--- src/rtl/hb_chain_ctrl.sv ---
// Sequencer/router for a cascade of up to NSTG half-band decimators: flushes the
// delay lines with zeros, discards settling outputs, then forwards the last active stage.
module hb_chain_ctrl #(
    parameter int DW        = 35,
    parameter int NSTG      = 3,
    parameter int FLUSH_LEN = 64
) (
    input  logic                clk,
    input  logic                rstn,
    input  logic                cfg_en,
    input  logic [1:0]          cfg_nstage,
    input  logic [7:0]          cfg_settle,
    input  logic                cic_vld,
    input  logic [DW-1:0]       cic_dat,
    output logic [NSTG-1:0]     s_vld_in,
    output logic [NSTG*DW-1:0]  s_dat_in,
    input  logic [NSTG-1:0]     s_vld_out,
    input  logic [NSTG*DW-1:0]  s_dat_out,
    output logic                vld_out,
    output logic [DW-1:0]       dat_out,
    output logic                busy,
    output logic [1:0]          state
);

    localparam int FCW = $clog2(FLUSH_LEN + 1);

    typedef enum logic [1:0] {
        ST_IDLE   = 2'b00,
        ST_FLUSH  = 2'b01,
        ST_SETTLE = 2'b10,
        ST_RUN    = 2'b11
    } state_t;

    state_t            state_q, state_d;
    logic [1:0]        n_q, n_d;
    logic [7:0]        settle_q, settle_d;
    logic [FCW-1:0]    flush_cnt_q, flush_cnt_d;
    logic [7:0]        settle_cnt_q, settle_cnt_d;
    logic              vld_out_q, vld_out_d;
    logic [DW-1:0]     dat_out_q, dat_out_d;

    logic [NSTG-1:0]   act;
    logic              fin_vld;
    logic [DW-1:0]     fin_dat;
    logic [FCW-1:0]    flush_inc;
    logic [7:0]        settle_inc;

    always_comb begin
        for (int k = 0; k < NSTG; k++) begin
            act[k] = (state_q != ST_IDLE) && (k < int'(n_q));
        end
    end

    // Stage 0 sees zeros during FLUSH; later stages chain off the previous stage.
    always_comb begin
        s_vld_in = '0;
        s_dat_in = '0;
        s_vld_in[0] = cic_vld && act[0];
        s_dat_in[DW-1:0] = (state_q == ST_FLUSH) ? '0 : cic_dat;
        for (int k = 1; k < NSTG; k++) begin
            s_vld_in[k] = s_vld_out[k-1] && act[k];
            s_dat_in[k*DW +: DW] = s_dat_out[(k-1)*DW +: DW];
        end
    end

    always_comb begin
        fin_vld = cic_vld;
        fin_dat = cic_dat;
        for (int k = 0; k < NSTG; k++) begin
            if (int'(n_q) == k + 1) begin
                fin_vld = s_vld_out[k];
                fin_dat = s_dat_out[k*DW +: DW];
            end
        end
    end

    assign flush_inc  = flush_cnt_q + FCW'(1);
    assign settle_inc = settle_cnt_q + 8'd1;

    always_comb begin
        state_d      = state_q;
        n_d          = n_q;
        settle_d     = settle_q;
        flush_cnt_d  = flush_cnt_q;
        settle_cnt_d = settle_cnt_q;
        vld_out_d    = 1'b0;
        dat_out_d    = dat_out_q;

        case (state_q)
            ST_IDLE: begin
                if (cfg_en) begin
                    n_d          = cfg_nstage;
                    settle_d     = cfg_settle;
                    flush_cnt_d  = '0;
                    settle_cnt_d = '0;
                    state_d      = (cfg_nstage == 2'd0) ? ST_RUN : ST_FLUSH;
                end
            end
            ST_FLUSH: begin
                if (cic_vld) begin
                    flush_cnt_d = flush_inc;
                    if (flush_inc == FCW'(FLUSH_LEN)) begin
                        state_d = (settle_q == 8'd0) ? ST_RUN : ST_SETTLE;
                    end
                end
            end
            ST_SETTLE: begin
                if (fin_vld) begin
                    settle_cnt_d = settle_inc;
                    if (settle_inc == settle_q) begin
                        state_d = ST_RUN;
                    end
                end
            end
            ST_RUN: begin
                if (fin_vld) begin
                    vld_out_d = 1'b1;
                    dat_out_d = fin_dat;
                end
            end
            default: state_d = ST_IDLE;
        endcase

        // Stop wins over every other transition out of a busy state.
        if (state_q != ST_IDLE && !cfg_en) begin
            state_d = ST_IDLE;
        end
    end

    always_ff @(posedge clk or negedge rstn) begin
        if (!rstn) begin
            state_q      <= ST_IDLE;
            n_q          <= '0;
            settle_q     <= '0;
            flush_cnt_q  <= '0;
            settle_cnt_q <= '0;
            vld_out_q    <= 1'b0;
            dat_out_q    <= '0;
        end else begin
            state_q      <= state_d;
            n_q          <= n_d;
            settle_q     <= settle_d;
            flush_cnt_q  <= flush_cnt_d;
            settle_cnt_q <= settle_cnt_d;
            vld_out_q    <= vld_out_d;
            dat_out_q    <= dat_out_d;
        end
    end

    assign vld_out = vld_out_q;
    assign dat_out = dat_out_q;
    assign busy    = (state_q != ST_IDLE);
    assign state   = state_q;

endmodule

--- config.mk ---
export PLATFORM = sky130hd
export DESIGN_NAME = hb_chain_ctrl
export DESIGN_NICKNAME = d
export VERILOG_FILES = /design/src/rtl/hb_chain_ctrl.sv
export SDC_FILE = /design/constraint.sdc
export NUM_CORES = 1
export LEC_CHECK = 0
export CELL_PAD_IN_SITES_DETAIL_PLACEMENT = 1
export CELL_PAD_IN_SITES_GLOBAL_PLACEMENT = 1
export CORE_MARGIN = 3
export CORE_UTILIZATION = 29
export CTS_CLUSTER_DIAMETER = 40
export DETAILED_ROUTE_END_ITERATION = 10
export GPL_ROUTABILITY_DRIVEN = 0
export PLACE_DENSITY_LB_ADDON = 0.1
export SYNTH_ARGS = -nofsm -noshare
export SYNTH_HDL_FRONTEND = slang
export SYNTH_SLANG_ARGS = --single-unit
export TNS_END_PERCENT = 100
--- constraint.sdc ---
create_clock -name clk -period 5.3 [get_ports clk]
set_input_delay 1.06 -clock clk [delete_from_list [all_inputs] [get_ports clk]]
set_output_delay 1.06 -clock clk [all_outputs]
set_load 0.05 [all_outputs]
==> metrics.txt, run 1 <==
hold buffer count at cts=0; pin count of the biggest net entering global routing=42; fraction of layout cells with a size suffix above 1=17.1%; # IOs=304; asr flop ratio synth=100%; Routed WL=19400 um; Hold Crit Start=dat_out[1]; die area=17600 um^2; n_diodes=0; Remaining DRCs=0; CP max stage cell=clkdlybuf4s50_1; syn avg cell area=11.2 um^2; Layout Utilization=49.3%; R2R cell count=7; first-pass GRT wire length=29900 um; Initial Util=30.1%; setup bufs post-CTS=0; CP required=4.24 ns; post-synthesis cell count=416; endpoints failing hold=0; GRT overflow=0; max_cap viols=0; most common cell in the netlist=buf_4; WS Path Type=in2out; family with the most delay on the worst path=buffers and inverters; Slew @ Worst Pin=0.980 ns; 1st-iter DRT viols=141; Slew headroom=34.7%; Max Slew Vio Count=0; #FFs+latches synth=63; Synth top area share=33.8%; post-CTS resize count=0; worst vdd ir=0.000282 V; CP Launch Type=primary input; Clock Skews=0.00319 ns; Post-synth EDFFs=0; Synth area leaders=dfrtp_1 34%, mux4_2 17%, buf_4 12%; Core Region=15500 um^2; largest area contributor in the netlist=dfrtp_1; Tcrit/Tclk final=71.3%; Die W=133 um; clock sinks=63; Final setup viols=0; vias in the first global route=4773; most used cell, CP=clkdlybuf4s50_1; Synth-to-Final Area Change=63.8%; First-pass DRT Iterations=4; Seq/Total Area, Yosys=33.8%; Bufs and invs on worst path=2; via count=4120; RSZ-0062 raised after global routing=no; fill count=1638; Syn Std Cell Area=4660 um^2; Critical Path Fanout Max=10; Tot GR Track Use=22.4%; worst-skew pair later-pin latency=0.33 ns; final setup TNS=0 ns; Max Buffers Root-to-Sink=2; IO buf count=303; initial antenna violation count=0; RR Endpoint=state[0]; DPL Wire Length=15700 um; Antenna Nets Post-Route=0; mean routed wirelength per cell=22.6 um; Tmin final=3.78 ns; crit path capture type=primary output; CTS H-tree lvls=3; origin of the critical flop-to-flop path=state[1]; commonest cells in the netlist=74 x buf_4, 63 x dfrtp_1, 43 x mux2_2, 37 x nor2b_1, 36 x mux4_2; Hold Path Depth=1; Main synth FF type=dfrtp_1; HP Class=reg2reg; Worst R2R Setup Slack=2.60 ns; CTS buffer count=9; Final nets=806; CP Cell Sequence=clkdlybuf4s50_1 -> o211a_1 -> clkdlybuf4s50_1; Fmax=264 MHz; Worst path max stage delay=0.80 ns; syn nets=579; hold endpoint=dat_out[1]; CTS tree=done; DR vias/cell=4.80; Ys Warns=0; Rows=45; Clk pin slew, worst setup/hold paths=0.05 ns; Netlist cell types=50; Leak=2.98 nW; crit path DAT=2.72 ns; status=complete, no violations; P per Cell Area=545 nW/um^2; clk root buf=clkbuf_16; Die Height=133 um
==> placed cells by master (no fill, tap or decap), types with 5 or more instances in the layout <==
cell	instances
clkdlybuf4s50_1	302
dfrtp_1	61
mux2_2	43
nor2b_1	37
mux4_2	36
o21ai_0	20
nand2_1	18
nor2_1	12
xnor2_1	10
clkbuf_16	9
nand3_1	8
a21oi_1	8
inv_1	7
nor3_1	7
nand4_1	5
ha_1	5
==> cell families (layout without fill, tap and decap cells) <==
logic type	count (synthesis)	after routing	synth area share, %
AOI/OAI and AO/OA	46	46	6.47
and+or+nand+nor	107	107	12.9
xor gates and xnor gates	13	13	2.44
adders and majority gates	6	6	1.61
buffers and inverters	98	330	14.1
DFF	63	63	33.8
muxes	83	83	28.7
==> how the worst max path moves through the flow <==
stage	startpoint	endpoint	cells after the start
final	cic_vld	s_vld_in[0]	3
after global routing	state[1]	s_dat_in[27]	4
after CTS	state[1]	s_dat_in[14]	4
after detailed placement	cic_vld	s_vld_in[0]	3
after global placement	cic_vld	s_vld_in[0]	3
after floorplan	state[0]	s_vld_in[2]	5
==> registers in the layout (all words and copies together) (netlist names) <==
name,cells
dat_out,35
flush_cnt_q,7
n_q,2
settle_cnt_q,8
settle_q,8
state,2
vld_out,1
==> where the power goes <==
part | switching (mW) | leakage [nW] | internal, mW | total (mW)
registers | 0.196 | 0.785 | 0.678 | 0.874
clock network | 0.215 | 0.136 | 0.341 | 0.555
logic | 1.64 | 2.06 | 1.09 | 2.73
total | 2.05 | 2.98 | 2.10 | 4.16
==> worst reg2reg max path, stage by stage, from the launching register on <==
cell	delay, ns
dfrtp_1	0.46
inv_1	0.12
ha_2	0.81
buf_4	0.29
inv_1	0.19
o21ai_0	0.37
a211oi_2	0.09
o221a_1	0.26
==> layout make-up <==
class / instances / area [um^2] / area share (%)
Multi-Input combinational cell: 255 / 2430 / 31.8
Clock buffer: 13 / 260 / 3.41
Inverter: 7 / 26.3 / 0.344
Tap cell: 211 / 264 / 3.46
Sequential cell: 63 / 1580 / 20.7
Timing Repair Buffer: 307 / 3060 / 40.1
Clock inverter: 3 / 17.5 / 0.229
==> metal layers <==
layer / vias to the layer above / track usage [%] / part of all wire (%) / wire (um)
met3: 6 / 9.09 / 7.3 / 1420
li1: 1889 / - / - / -
met5: - / 0 / 0 / 0
met4: 0 / 3.46 / 0.57 / 110
met2: 127 / 40.4 / 54 / 10500
met1: 2098 / 25.2 / 38 / 7390
==> metrics by stage <==
stage	instance area (um^2)	total power, mW	setup WS, ns	instances	hold slack, ns
floorplan	4660	2.70	2.08	416	0.488
global placement	7360	3.61	1.53	843	0.476
detailed placement	7360	3.64	1.52	843	0.485
CTS	7630	4.23	1.51	859	0.503
global route	7630	4.40	1.40	859	0.529
finish	7630	4.16	1.52	859	0.499
Power figures use the tool's default switching activity.
==> inputs of run 2 (changes only) <==
CORE_UTILIZATION = 27   (was 29)
clock period = 3.8 ns   (was 5.3 ns; I/O delays follow)
==> run 2 against run 1 <==
Worst setup slack worse by 1.1 ns. Critical endpoint is now s_dat_in[29]. Combinational power up 41%. Non-clock buffer count unchanged. Global-route usage down 1.7 points.
==> metrics.txt, run 2 (synthesis gave the netlist of run 1 again) <==
Slew headroom=41.2% (was 34.7%); GRT overflow=0 (unchanged); Antenna Nets Post-Route=0 (unchanged); P per Cell Area=761 nW/um^2 (was 545 nW/um^2); multi-input logic area=2430 um^2 (unchanged); Core Region=16800 um^2 (was 15500 um^2); HP Class=in2async (was reg2reg); Tmin final=3.34 ns; Layout Utilization=45.7% (was 49.3%); max_cap viols=0 (unchanged); 1st-iter DRT viols=98 (was 141); Tcrit/Tclk final=88.0%; Synth-to-Final Area Change=64.4% (was 63.8%); worst vdd ir=0.000418 V (was 0.000282 V); pin count of the biggest net entering global routing=41 (was 42); Die Height=137 um (was 133 um); Placed Area=7370 um^2 (was 7360 um^2); First-pass DRT Iterations=4 (unchanged); clk root buf=clkbuf_16 (unchanged); Routed WL=19500 um (was 19400 um); Max Slew Vio Count=0 (unchanged); DPL Wire Length=15500 um (was 15700 um); pre-CTS worst setup slack=0.594 ns (was 1.52 ns); commonest non-fill, non-tap cell in the layout=clkdlybuf4s50_1 (unchanged); endpoints failing hold=0 (unchanged); met1 usage=22.6% (was 25.2%); Tot GR Track Use=20.7% (was 22.4%); WS Path Type=reg2out (was in2out); worst-skew pair later-pin latency=0.34 ns (was 0.33 ns); Rows=47 (was 45); GRT met2 Usage=36.8% (was 40.4%); mean routed wirelength per cell=22.5 um (was 22.6 um); initial antenna violation count=1 (was 0); Final nets=806 (unchanged); register area=1580 um^2 (unchanged); crit path capture type=primary output (unchanged); Clk pin slew, worst setup/hold paths=0.06 ns (was 0.05 ns); DP Cell Count=852 (was 843); Final setup viols=0 (unchanged); fraction of layout cells with a size suffix above 1=17.1% (unchanged); CP Launch Type=flop (was primary input); Clock Skews=0.00399 ns (was 0.00319 ns); crit path DAT=2.58 ns (was 2.72 ns); RSZ-0062 raised after global routing=no (unchanged); CTS tree=done (unchanged); post-route cell area=7660 um^2 (was 7630 um^2); PnR worst setup slack=0.456 ns (was 1.52 ns); Die W=137 um (was 133 um); fill count=1791 (was 1638); post-CTS resize count=0 (unchanged); Initial Util=27.8% (was 30.1%); final setup TNS=0 ns (unchanged); Max Buffers Root-to-Sink=2 (unchanged); hold buffer count at cts=0 (unchanged); max reg flops=35 (unchanged); die area=18900 um^2 (was 17600 um^2); setup bufs post-CTS=0 (unchanged); first-pass GRT wire length=28700 um (was 29900 um); Remaining DRCs=0 (unchanged); GR peak layer=met2 (unchanged); IO buf count=303 (unchanged); fin cells=869 (was 859); clock sinks=63 (unchanged); CTS buffer count=9 (unchanged); via count=4147 (was 4120); Slew @ Worst Pin=0.882 ns (was 0.980 ns); vias in the first global route=4841 (was 4773); status=complete, no violations (unchanged); CTS H-tree lvls=3 (unchanged); DR vias/cell=4.77 (was 4.80); # IOs=304 (unchanged); met3 Use GR=8.91% (was 9.09%); CP required=3.04 ns (was 4.24 ns); most frequent cells in the layout=302 x clkdlybuf4s50_1, 61 x dfrtp_1, 43 x mux2_2 (unchanged); Leak=2.99 nW (was 2.98 nW); Critical Path Fanout Max=37 (was 10); Fmax=299 MHz
==> run 2: cell count changes in the layout (fill, tap and decap cells not counted) <==
cell,before,now
diode_2,0,1
clkinvlp_4,1,0
bufinv_16,0,1
clkinv_2,2,3
clkbuf_8,2,1
==> run 2: through the flow <==
step                      total power, mW  hold WS [ns]
after floorplan                      3.76         0.464
after global placement               5.02         0.480
after detailed placement             5.07         0.493
after CTS                            5.95         0.418
after global routing                 6.16         0.440
final                                5.83         0.408
==> run 2: power breakdown <==
| group | leakage [nW] | total (mW) | switching (mW) | internal [mW] |
|---|---|---|---|---|
| clock | 0.146 | 0.830 | 0.307 | 0.522 |
| combinational | 2.06 | 3.86 | 2.34 | 1.52 |
| sequential | 0.785 | 1.15 | 0.199 | 0.947 |
==> run 2: path summary, 6_finish.rpt <==
path                       startpoint  slack, ns  cells past startpoint               to
min reg2reg                dat_out[1]       0.50                      1       dat_out[1]
max reg2reg                  state[1]       1.09                      7         state[0]
min in group clk           dat_out[1]       0.50                      1       dat_out[1]
max                          state[1]       0.46                      4     s_dat_in[29]
max in group asynchronous        rstn       2.42                      2      dat_out[28]
min                              rstn       0.41                      1  settle_cnt_q[4]
==> run 2: worst max-delay path: stages (launching register included) <==
cell and delay [ns]:
dfrtp_1 0.46, inv_1 0.11, ha_2 0.76, nor2b_1 0.11, clkdlybuf4s50_1 0.77
==> run 2: cell type report <==
| class | instances | area share [%] |
|---|---|---|
| Sequential cell | 63 | 20.6 |
| Multi-Input combinational cell | 255 | 31.7 |
| Tap cell | 220 | 3.59 |
| Clock buffer | 12 | 3.22 |
| Clock inverter | 4 | 0.588 |
| Inverter | 7 | 0.343 |
| Timing Repair Buffer | 307 | 39.9 |
| Antenna cell | 1 | 0.0327 |
==> run 2: per-layer routing <==
layer | vias to the layer above | wire length (um)
met4 | 0 | 239
li1 | 1882 | -
met2 | 135 | 10500
met3 | 15 | 1550
met5 | - | 0
met1 | 2115 | 7200
